### src/rtl/priority_decoder_38_seq_if.sv
// priority_decoder_38_seq_if: index-stream input and rebuilt-vector output bus
// master drives in_valid/in_idx/in_last/in_empty and out_ready
// slave drives in_ready and out_valid/out_vec/out_count/out_err
interface priority_decoder_38_seq_if #(
    parameter int WIDTH = 8,
    parameter int IDX_W = $clog2(WIDTH)
);
    localparam int CNT_W = $clog2(WIDTH + 1);
    logic             in_valid;
    logic             in_ready;
    logic [IDX_W-1:0] in_idx;
    logic             in_last;
    logic             in_empty;
    logic             out_valid;
    logic             out_ready;
    logic [WIDTH-1:0] out_vec;
    logic [CNT_W-1:0] out_count;
    logic             out_err;
    modport master (
        output in_valid, in_idx, in_last, in_empty, out_ready,
        input  in_ready, out_valid, out_vec, out_count, out_err
    );
    modport slave (
        input  in_valid, in_idx, in_last, in_empty, out_ready,
        output in_ready, out_valid, out_vec, out_count, out_err
    );
endinterface

### src/rtl/priority_decoder_38_seq.sv
// priority_decoder_38_seq: rebuilds a request vector from a highest-first index stream
// clk    rising-edge clock
// rst_n  asynchronous active-low reset
// bus    slave side of priority_decoder_38_seq_if (index beats in, vector/count/err out)
module priority_decoder_38_seq #(
    parameter int WIDTH = 8,
    parameter int IDX_W = $clog2(WIDTH)
) (
    input logic                      clk,
    input logic                      rst_n,
    priority_decoder_38_seq_if.slave bus
);
    localparam int CNT_W = $clog2(WIDTH + 1);
    typedef enum logic [1:0] {IDLE, COLLECT, HOLD} state_t;
    state_t           state;
    logic [WIDTH-1:0] acc, onehot, nacc;
    logic [CNT_W-1:0] cnt, ncnt;
    logic [IDX_W-1:0] prev;
    logic             err, nerr, accept, first, done, dup;
    // HOLD accepts a new beat only when the held result leaves in the same cycle
    assign bus.in_ready = (state == HOLD) ? bus.out_ready : 1'b1;
    always_comb begin
        accept = bus.in_valid && bus.in_ready;
        first  = state != COLLECT;
        onehot = WIDTH'(1) << bus.in_idx;
        dup    = |(acc & onehot);
        nacc   = bus.in_empty ? (first ? '0 : acc) : (first ? onehot : acc | onehot);
        ncnt   = first ? (bus.in_empty ? '0 : CNT_W'(1)) : cnt + CNT_W'(!bus.in_empty && !dup);
        // a stream from a priority encoder must strictly descend; empty mid-frame is also malformed
        nerr   = !first && (err || bus.in_empty || bus.in_idx >= prev);
        done   = bus.in_last || (first && bus.in_empty);
    end
    always_ff @(posedge clk or negedge rst_n) begin
        if (!rst_n) begin
            state         <= IDLE;
            acc           <= '0;
            cnt           <= '0;
            prev          <= '0;
            err           <= 1'b0;
            bus.out_valid <= 1'b0;
            bus.out_vec   <= '0;
            bus.out_count <= '0;
            bus.out_err   <= 1'b0;
        end else if (accept) begin
            acc <= nacc;
            cnt <= ncnt;
            err <= nerr;
            if (first || !bus.in_empty) prev <= bus.in_idx;
            bus.out_valid <= done;
            state         <= done ? HOLD : COLLECT;
            if (done) begin
                bus.out_vec   <= nacc;
                bus.out_count <= ncnt;
                bus.out_err   <= nerr;
            end
        end else if (state == HOLD && bus.out_ready) begin
            bus.out_valid <= 1'b0;
            state         <= IDLE;
        end
    end
endmodule
### src/flat_wrapper.sv
// flat-port wrapper written by rule: the top's interface ports become plain ports
module priority_decoder_38_seq_flat 
#(
    parameter int WIDTH = 8,
    parameter int IDX_W = $clog2(WIDTH)
)
  (clk, rst_n, bus_in_valid, bus_in_idx, bus_in_last, bus_in_empty, bus_out_ready, bus_in_ready, bus_out_valid, bus_out_vec, bus_out_count, bus_out_err);
  priority_decoder_38_seq_if #(.WIDTH(WIDTH), .IDX_W(IDX_W)) bus_i ();
  input logic clk;
  input logic rst_n;
  input wire logic [$bits(bus_i.in_valid)-1:0] bus_in_valid;
  input wire logic [$bits(bus_i.in_idx)-1:0] bus_in_idx;
  input wire logic [$bits(bus_i.in_last)-1:0] bus_in_last;
  input wire logic [$bits(bus_i.in_empty)-1:0] bus_in_empty;
  input wire logic [$bits(bus_i.out_ready)-1:0] bus_out_ready;
  output wire logic [$bits(bus_i.in_ready)-1:0] bus_in_ready;
  output wire logic [$bits(bus_i.out_valid)-1:0] bus_out_valid;
  output wire logic [$bits(bus_i.out_vec)-1:0] bus_out_vec;
  output wire logic [$bits(bus_i.out_count)-1:0] bus_out_count;
  output wire logic [$bits(bus_i.out_err)-1:0] bus_out_err;
  assign bus_i.in_valid = bus_in_valid;
  assign bus_i.in_idx = bus_in_idx;
  assign bus_i.in_last = bus_in_last;
  assign bus_i.in_empty = bus_in_empty;
  assign bus_i.out_ready = bus_out_ready;
  assign bus_in_ready = bus_i.in_ready;
  assign bus_out_valid = bus_i.out_valid;
  assign bus_out_vec = bus_i.out_vec;
  assign bus_out_count = bus_i.out_count;
  assign bus_out_err = bus_i.out_err;
  priority_decoder_38_seq #(.WIDTH(WIDTH), .IDX_W(IDX_W)) u_core (.clk(clk), .rst_n(rst_n), .bus(bus_i));
endmodule
### config.mk
export PLATFORM = sky130hd
export DESIGN_NAME = priority_decoder_38_seq_flat
export DESIGN_NICKNAME = d
export VERILOG_FILES = /design/src/rtl/priority_decoder_38_seq_if.sv /design/src/rtl/priority_decoder_38_seq.sv /design/src/flat_wrapper.sv
export SDC_FILE = /design/constraint.sdc
export NUM_CORES = 1
export LEC_CHECK = 0
export ABC_AREA = 0
export CAP_MARGIN = 20
export CELL_PAD_IN_SITES_DETAIL_PLACEMENT = 1
export CELL_PAD_IN_SITES_GLOBAL_PLACEMENT = 2
export CORE_UTILIZATION = 37
export CTS_CLUSTER_DIAMETER = 50
export DETAILED_ROUTE_END_ITERATION = 12
export PLACE_DENSITY = 0.87
export SYNTH_ARGS = -nofsm -noshare
export SYNTH_HDL_FRONTEND = slang
export SYNTH_SLANG_ARGS = --single-unit
### constraint.sdc
create_clock -name clk -period 5.1 [get_ports clk]
set_clock_uncertainty 0.15 [all_clocks]
set_input_delay 1.53 -clock clk [delete_from_list [all_inputs] [get_ports clk]]
set_output_delay 1.53 -clock clk [all_outputs]
set_load 0.05 [all_outputs]
==> out/qor.csv, run 1 <==
metric;value;unit
status;complete, no violations;
RePlAce Congestion;0.7511;
drt drc;0;
hpwl dp;2.669;mm
clk buf depth;2;
TritonCTS Buffers;5;
DR vias;1211;
number of I/O port buffers;23;
Hold Vio Cnt, Final;0;
CTS tree;yes;
via density per instance;5.581;
Post-synth EDFFs;0;
Synth Instances;145;
WL final;3.755;mm
Period Utilization, post-route;93.22;%
Worst-path clk slew;0.06;ns
Power Density;357.4;mW/mm^2
worst hold path type;reg2reg;
# setup viols final;0;
Slew Limit Fails;0;
Maximum Capacitance Violations;0;
CP max stage delay;0.71;ns
fin nets;181;
first-pass GRT wire length;6.244;mm
Worst-Skew Late Latency;0.29;ns
CP Max Fanout;3;
WP depth;3;
most used cell, CP;clkdlybuf4s50_1;
drt first pass iters;4;
final std cell area, no fill;0.001929;mm^2
clock root buffer;clkbuf_8;
Async SR Flop Fraction;100.0;%
Initial Util;39.13;%
crit path kind;in2out;
Required @ worst endpoint;3.42;ns
most frequent cells in the layout;dfrtp_1 (31), clkdlybuf4s50_1 (23), o21ai_0 (14);
CTS Sinks;31;
P_leak;0.8366;nW
Core Area;0.004058;mm^2
crit path cell chain;clkdlybuf4s50_1 > or3b_4 > clkdlybuf4s50_1;
Synth Register Bits;31;
Top Family by Delay on Critical Path;buffers and inverters;
H-tree depth;2;
reg2reg path depth;9;
Layout fillers;444;
main flop type after synthesis;dfrtp_1;
Setup Total Neg Slack;0;ns
CP arrival;3.07;ns
Tot GR Track Use;18.89;%
Crit-path slowest cell;clkdlybuf4s50_1;
Distinct cells, synth;36;
Startpoint Class;input pin;
Die Area;0.004557;mm^2
diodes inserted;0;
Die Wd;67.51;um
Avg WL per Cell;17.30;um
Max IR drop VDD;0.1752;mV
RSZ-0062 raised after global routing;false;
WHS Path Cells;1;
Hold Buf Count CTS;0;
number of global-route vias before repair;1288;
Slew HR;54.55;%
Seq/Total Area, Yosys;48.86;%
Die H;67.51;um
Synth Cell Area;0.001588;mm^2
Pwr Total;0.0006895;W
Setup Buffers After CTS;0;
gr ovfl total;0;
transition time of the tightest slew-check pin;0.6796;ns
Final Critical Period;4.754;ns
commonest non-fill, non-tap cell in the layout;dfrtp_1;
number of antenna violations at the first check in global routing;0;
Syn Nets;159;
share of layout cells above drive strength 1;14.97;%
FMAX;210.3;MHz
syn avg cell area;10.95;um^2
dpl cell area;0.001842;mm^2
I/O pin cnt;24;
# resized after CTS;0;
initial drt markers;50;
worst hold slack;0.3487;ns
Rows;23;
Setup crit end kind;primary output;
Syn. warnings;0;
Area growth syn-to-layout;21.51;%
largest net degree at the start of global routing;32;
WP buf/inv;2;
DRT antenna net count;0;
[state kept, by name, indices dropped and copies added, names as in the netlist]
| name | flops |
|---|---|
| u_core.acc | 8 |
| u_core.bus.out_vec | 8 |
| u_core.bus.out_count | 4 |
| u_core.cnt | 4 |
| u_core.prev | 3 |
| u_core.state | 2 |
| u_core.bus.out_err | 1 |
| u_core.err | 1 |
[worst paths after layout]
| kind | from | end | slack (ns) |
|---|---|---|---|
| worst max register to register | u_core.acc[1] | u_core.cnt[3] | 2.90 |
| worst min register to register | u_core.bus.out_vec[1] | u_core.bus.out_vec[1] | 0.35 |
| min in group asynchronous | rst_n | u_core.bus.out_count[3] | 1.49 |
| worst max-delay path | bus_out_ready | bus_in_ready | 0.35 |
| worst min-delay path | u_core.bus.out_vec[1] | u_core.bus.out_vec[1] | 0.35 |
| max in group asynchronous | rst_n | u_core.acc[1] | 3.02 |
[per-layer routing]
| metal | global-route usage (%) | wire [um] | share of wire, % |
|---|---|---|---|
| met1 | 22.54 | 1694 | 45 |
| met2 | 32.05 | 1879 | 50 |
| met5 | 0 | 0 | 0 |
| met4 | 8.245 | 20 | 0.53 |
| met3 | 4.392 | 161 | 4.3 |
[Yosys cell counts (2+ instances only)]
| cell type | number | area (um^2) |
|---|---|---|
| mux2_2 | 10 | 112.6 |
| o41ai_1 | 2 | 17.52 |
| nand3_1 | 3 | 15.01 |
| inv_1 | 4 | 15.01 |
| a32o_1 | 6 | 60.06 |
| a22o_1 | 8 | 70.07 |
| clkbuf_1 | 4 | 15.01 |
| a31oi_1 | 3 | 18.77 |
| nor2_1 | 8 | 30.03 |
| buf_2 | 4 | 20.02 |
| o31ai_1 | 4 | 30.03 |
| dfrtp_1 | 31 | 775.7 |
| nor3b_1 | 3 | 22.52 |
| o21ai_0 | 14 | 70.07 |
| ha_1 | 5 | 62.56 |
| nand2b_1 | 5 | 31.28 |
| nand2_1 | 12 | 45.04 |
[power breakdown]
part,switching [W],total [W],internal (W)
registers,0.0000198,0.000296,0.000276
clock network,0.0000905,0.000196,0.000106
logic,0.000124,0.000197,0.0000736
total,0.000234,0.000690,0.000456
[cell type report]
type	count	area, um^2	area share, %
clock buffers	6	82.58	4.280
repair buffers	24	237.7	12.32
inverters	4	15.01	0.7782
flip-flops and latches	31	775.7	40.21
clock inverters	1	5.005	0.2594
well taps	50	62.56	3.243
multi-input cells	101	750.7	38.91
[kinds of logic after synthesis]
| logic type | synth area share [%] |
|---|---|
| compound gates | 19.47 |
| xor+xnor | 1.103 |
| fa+ha+maj | 3.940 |
| buf+inv | 3.861 |
| flops | 48.86 |
| mux | 8.432 |
| simple gates | 14.34 |
[metrics by stage]
| step | std cells | util, % | setup WS (ns) |
|---|---|---|---|
| final | 217 | 47.55 | 0.3456 |
| after global routing | 217 | 47.55 | 0.3123 |
| after CTS | 217 | 47.55 | 0.3446 |
| after detailed placement | 210 | 45.39 | 0.3409 |
| after global placement | 210 | 45.39 | 0.3768 |
| after floorplan | 145 | - | 1.427 |
No activity file was read; power rests on OpenSTA's default activity.
==> inputs of run 2 (changes only) <==
Settings changed: CORE_UTILIZATION 37 to 31, PLACE_DENSITY 0.87 to 0.78.
Clock period 5.1 ns to 4.3 ns, I/O delays scaled along.
==> out/qor.csv, run 2 (synthesis gave the netlist of run 1 again) <==
metric;value;unit;change
H-tree depth;2;;unchanged
GR Layer Usage met1;18.10;%;was 22.54%
Period Utilization, post-route;87.52;%;
pre-CTS WS;0.3952;ns;was 0.3409 ns
Die H;73.57;um;was 67.51 um
Die Area;0.005412;mm^2;was 0.004557 mm^2
Sw Ratio;34.27;%;was 33.93%
R2R Path Start;u_core.acc[0];;was u_core.acc[1]
Maximum Capacitance Violations;0;;unchanged
Rows;25;;was 23
Comb power frac;29.3;%;was 28.6%
Startpoint Class;input pin;;unchanged
clock root buffer;clkbuf_8;;unchanged
reg-to-reg endpoint;u_core.cnt[3];;unchanged
Avg WL per Cell;16.06;um;was 17.30 um
Hold Path Sink;u_core.bus.out_vec[1];;unchanged
number of antenna violations at the first check in global routing;0;;unchanged
Required @ worst endpoint;2.86;ns;was 3.42 ns
transition time of the tightest slew-check pin;0.6323;ns;was 0.6796 ns
Max IR drop VDD;0.1910;mV;was 0.1752 mV
drt drc;0;;unchanged
number of global-route vias before repair;1325;;was 1288
dpl cell area;0.001868;mm^2;was 0.001842 mm^2
diodes inserted;0;;unchanged
Slew Limit Fails;0;;unchanged
CP max stage delay;0.42;ns;was 0.71 ns
I/O pin cnt;24;;unchanged
# setup viols final;0;;unchanged
drt first pass iters;4;;unchanged
Slew HR;57.72;%;was 54.55%
hpwl dp;2.721;mm;was 2.669 mm
initial drt markers;58;;was 50
CTS Sinks;31;;unchanged
DR vias;1240;;was 1211
reg2reg path depth;9;;unchanged
share of layout cells above drive strength 1;15.38;%;was 14.97%
Hold Vio Cnt, Final;0;;unchanged
Clk pwr share;27.1;%;was 28.4%
most frequent cells in the layout;dfrtp_1 (31), clkdlybuf4s50_1 (22), o21ai_0 (14);;was dfrtp_1 (31), clkdlybuf4s50_1 (23), o21ai_0 (14)
FMAX;265.7;MHz;
CP Max Fanout;3;;unchanged
Worst-path clk slew;0.06;ns;about the same
Worst-Skew Late Latency;0.28;ns;was 0.29 ns
Seq pwr share;43.7;%;was 43.0%
crit path kind;in2out;;unchanged
GR peak layer;met2;;unchanged
RePlAce Congestion;0.7379;;was 0.7511
P_leak;0.8366;nW;about the same
worst hold path type;reg2reg;;unchanged
Setup Total Neg Slack;0;ns;unchanged
worst hold slack;0.3439;ns;was 0.3487 ns
Crit-path slowest cell;clkdlybuf4s50_1;;unchanged
Area growth syn-to-layout;22.77;%;was 21.51%
clk buf depth;2;;unchanged
# resized after CTS;0;;unchanged
DRT antenna net count;0;;unchanged
RSZ-0062 raised after global routing;false;;unchanged
crit path cell chain;clkdlybuf4s50_1 > or3b_4 > buf_4;;was clkdlybuf4s50_1 > or3b_4 > clkdlybuf4s50_1
Psw;0.0002754;W;was 0.0002340 W
gr ovfl total;0;;unchanged
met3 usage;3.429;%;was 4.392%
Tot GR Track Use;15.65;%;was 18.89%
commonest non-fill, non-tap cell in the layout;dfrtp_1;;unchanged
R2R Setup Slk;2.08;ns;was 2.90 ns
setup ws final;0.5366;ns;was 0.3456 ns
WHS Path Cells;1;;unchanged
fin nets;182;;was 181
Initial Util;32.96;%;was 39.13%
first-pass GRT wire length;6.285;mm;was 6.244 mm
Core Area;0.004817;mm^2;was 0.004058 mm^2
WP buf/inv;2;;unchanged
CTS tree;yes;;unchanged
Pint;0.0005281;W;was 0.0004556 W
met2 Resource Use GR;27.93;%;was 32.05%
Setup crit end kind;primary output;;unchanged
number of I/O port buffers;23;;unchanged
CP arrival;2.32;ns;was 3.07 ns
Final Critical Period;3.763;ns;
WL final;3.790;mm;was 3.755 mm
final std cell area, no fill;0.001949;mm^2;was 0.001929 mm^2
Setup Buffers After CTS;0;;unchanged
status;complete, no violations;;unchanged
via density per instance;5.254;;was 5.581
largest net degree at the start of global routing;32;;unchanged
Die Wd;73.57;um;was 67.51 um
Power Density;412.2;mW/mm^2;was 357.4 mW/mm^2
hold_sp;u_core.bus.out_vec[1];;unchanged
WP depth;3;;unchanged
TritonCTS Buffers;5;;unchanged
Top Family by Delay on Critical Path;buffers and inverters;;unchanged
Largest regs;u_core.acc (8), u_core.bus.out_vec (8);;unchanged
Hold Buf Count CTS;0;;unchanged
## run 2: cell count changes in the layout (fill, tap and decap cells not counted)
cell	change
buf_4	+2
clkbuf_1	+2
clkdlybuf4s50_1	-1
clkbuf_8	-1
## run 2: power groups by stage
stage | clock [W] | combinational (W) | sequential, W
after floorplan | 0 | 0.000106 | 0.000409
after global placement | 0 | 0.000232 | 0.000354
after detailed placement | 0 | 0.000238 | 0.000356
after CTS | 0.000224 | 0.000239 | 0.000352
after global routing | 0.000235 | 0.000255 | 0.000356
final | 0.000217 | 0.000235 | 0.000351
## run 2: area by class of cell
cell class                      instances  area, um^2
Fill cell                             570        2868
Sequential cell                        31       775.7
Multi-Input combinational cell        101       750.7
Timing Repair Buffer                   25       242.7
Tap cell                               67       83.83
Clock buffer                            7       76.32
Inverter                                4       15.01
Clock inverter                          1       5.005
## run 2: worst max-delay path by stage
| stage | slack, ns | endpoint | start |
|---|---|---|---|
| floorplan | 1.11 | bus_in_ready | bus_out_ready |
| global placement | 0.54 | u_core.cnt[3] | bus_in_idx[2] |
| detailed placement | 0.40 | u_core.cnt[3] | bus_in_idx[2] |
| CTS | 0.53 | bus_in_ready | bus_out_ready |
| global route | 0.47 | u_core.bus.out_count[2] | bus_in_idx[2] |
| finish | 0.54 | bus_in_ready | bus_out_ready |
## run 2: per-stage QoR
stage / total power (W) / instances / utilization (%)
after floorplan: 0.0005148 / 145 / -
after global placement: 0.0005861 / 228 / 38.78
after detailed placement: 0.0005940 / 228 / 38.78
after CTS: 0.0008141 / 236 / 40.47
after global routing: 0.0008458 / 236 / 40.47
final: 0.0008035 / 236 / 40.47
## run 2: metal layers
metal	vias up	share of wire, %
met3	9	3.2
li1	583	-
met1	627	44
met4	0	1.6
met2	21	51
met5	-	0
==> inputs of run 3 (changes only) <==
Settings changed: CORE_ASPECT_RATIO from default to 1.25, HOLD_SLACK_MARGIN from default to 0.05.
==> out/qor.csv, run 3 (synthesis gave the netlist of run 1 again) <==
metric;value;unit;change
status;complete, no violations;;unchanged
Required @ worst endpoint;2.86;ns;about the same
gr ovfl total;0;;unchanged
clock root buffer;clkbuf_8;;unchanged
Core Area;0.004835;mm^2;was 0.004817 mm^2
Period Utilization, post-route;87.55;%;was 87.52%
Initial Util;32.84;%;was 32.96%
# resized after CTS;0;;unchanged
number of I/O port buffers;23;;unchanged
CP arrival;2.32;ns;about the same
WL final;3.751;mm;was 3.790 mm
diodes inserted;0;;unchanged
CTS tree;yes;;unchanged
number of antenna violations at the first check in global routing;0;;unchanged
CP Max Fanout;3;;unchanged
FMAX;265.6;MHz;was 265.7 MHz
P_leak;0.8414;nW;was 0.8366 nW
Die Area;0.005414;mm^2;was 0.005412 mm^2
Worst-path clk slew;0.06;ns;about the same
crit path kind;in2out;;unchanged
Max IR drop VDD;0.1623;mV;was 0.1910 mV
Slew Limit Fails;0;;unchanged
crit path cell chain;clkdlybuf4s50_1 > or3b_4 > buf_4;;unchanged
Die Wd;66.01;um;was 73.57 um
DR vias;1238;;was 1240
first-pass GRT wire length;6.561;mm;was 6.285 mm
Sw Ratio;33.96;%;was 34.27%
Setup crit end kind;primary output;;unchanged
Final Critical Period;3.765;ns;was 3.763 ns
Hold Vio Cnt, Final;0;;unchanged
RSZ-0062 raised after global routing;false;;unchanged
Maximum Capacitance Violations;0;;unchanged
largest net degree at the start of global routing;32;;unchanged
Setup Total Neg Slack;0;ns;unchanged
drt first pass iters;4;;unchanged
hpwl dp;2.644;mm;was 2.721 mm
Die H;82.02;um;was 73.57 um
Comb power frac;28.8;%;was 29.3%
clk buf depth;2;;unchanged
Tot GR Track Use;16.26;%;was 15.65%
Largest regs;u_core.acc (8), u_core.bus.out_vec (8);;unchanged
H-tree depth;2;;unchanged
drt drc;0;;unchanged
Psw;0.0002780;W;was 0.0002754 W
Rows;28;;was 25
I/O pin cnt;24;;unchanged
R2R Setup Slk;2.14;ns;was 2.08 ns
share of layout cells above drive strength 1;16.07;%;was 15.38%
number of global-route vias before repair;1388;;was 1325
Crit-path slowest cell;clkdlybuf4s50_1;;unchanged
Pint;0.0005406;W;was 0.0005281 W
Pwr Total;0.0008185;W;was 0.0008035 W
Seq pwr share;42.8;%;was 43.7%
Worst-Skew Late Latency;0.29;ns;was 0.28 ns
commonest non-fill, non-tap cell in the layout;dfrtp_1;;unchanged
Hold Buf Count CTS;0;;unchanged
most frequent cells in the layout;dfrtp_1 (31), clkdlybuf4s50_1 (22), o21ai_0 (14);;unchanged
worst hold path type;reg2reg;;unchanged
RePlAce Congestion;0.7861;;was 0.7379
Power Density;420.4;mW/mm^2;was 412.2 mW/mm^2
Area growth syn-to-layout;22.62;%;was 22.77%
Avg WL per Cell;16.45;um;was 16.06 um
Clk pwr share;28.4;%;was 27.1%
initial drt markers;34;;was 58
Startpoint Class;input pin;;unchanged
fin nets;182;;unchanged
CP max stage delay;0.43;ns;was 0.42 ns
# setup viols final;0;;unchanged
Slew HR;62.71;%;was 57.72%
transition time of the tightest slew-check pin;0.5576;ns;was 0.6323 ns
CTS Sinks;31;;unchanged
Setup Buffers After CTS;0;;unchanged
DRT antenna net count;0;;unchanged
TritonCTS Buffers;5;;unchanged
via density per instance;5.430;;was 5.254
[run 3: changes by cell type in the layout (fill, tap and decap cells not counted), sizes merged]
cell    before  now
clkbuf       7    6
[run 3: worst max-delay path, delay by kind of cell]
kind,cells,cell delay (ns)
simple gates,1,0.40
buf+inv,2,0.63
[run 3: final timing paths]
kind	start	end	cells after the start
worst max-delay path	bus_out_ready	bus_in_ready	3
worst min-delay path	u_core.bus.out_vec[1]	u_core.bus.out_vec[1]	1
worst max register to register	u_core.acc[1]	u_core.cnt[3]	9
worst min register to register	u_core.bus.out_vec[1]	u_core.bus.out_vec[1]	1
max in group asynchronous	rst_n	u_core.prev[0]	2
min in group asynchronous	rst_n	u_core.bus.out_err	2
[run 3: metal layers]
metal	part of all wire (%)	GRT usage, %	up-vias
met1	44	18.39	632
met3	3.6	4.444	6
met2	51	27.65	23
li1	-	-	577
met5	0	0	-
met4	2.0	8.723	0
[run 3: area by class of cell]
type | instances | area (um^2)
fillers | 548 | 2888
flip-flops and latches | 31 | 775.7
multi-input cells | 101 | 750.7
repair buffers | 25 | 242.7
clock buffers | 6 | 82.58
well taps | 60 | 75.07
inverters | 4 | 15.01
clock inverters | 1 | 5.005
[run 3: through the flow]
stage	setup WS [ns]	utilization, %	instance area (um^2)	std cells	hold WS (ns)
6_report	0.5352	40.27	1947	228	0.3381
5_1_grt	0.4154	40.27	1947	228	0.3791
4_1_cts	0.5269	40.27	1947	228	0.3496
3_5_place_dp	0.4498	38.46	1859	221	0.3251
3_3_place_gp	0.5621	38.46	1859	221	0.3227
2_1_floorplan	1.107	-	1588	145	0.3012
[run 3: power groups by stage]
stage / combinational (W) / clock [W] / sequential (W)
6_report: 0.000236 / 0.000233 / 0.000350
5_1_grt: 0.000256 / 0.000252 / 0.000355
4_1_cts: 0.000239 / 0.000245 / 0.000351
3_5_place_dp: 0.000238 / 0 / 0.000356
3_3_place_gp: 0.000232 / 0 / 0.000354
2_1_floorplan: 0.000106 / 0 / 0.000409
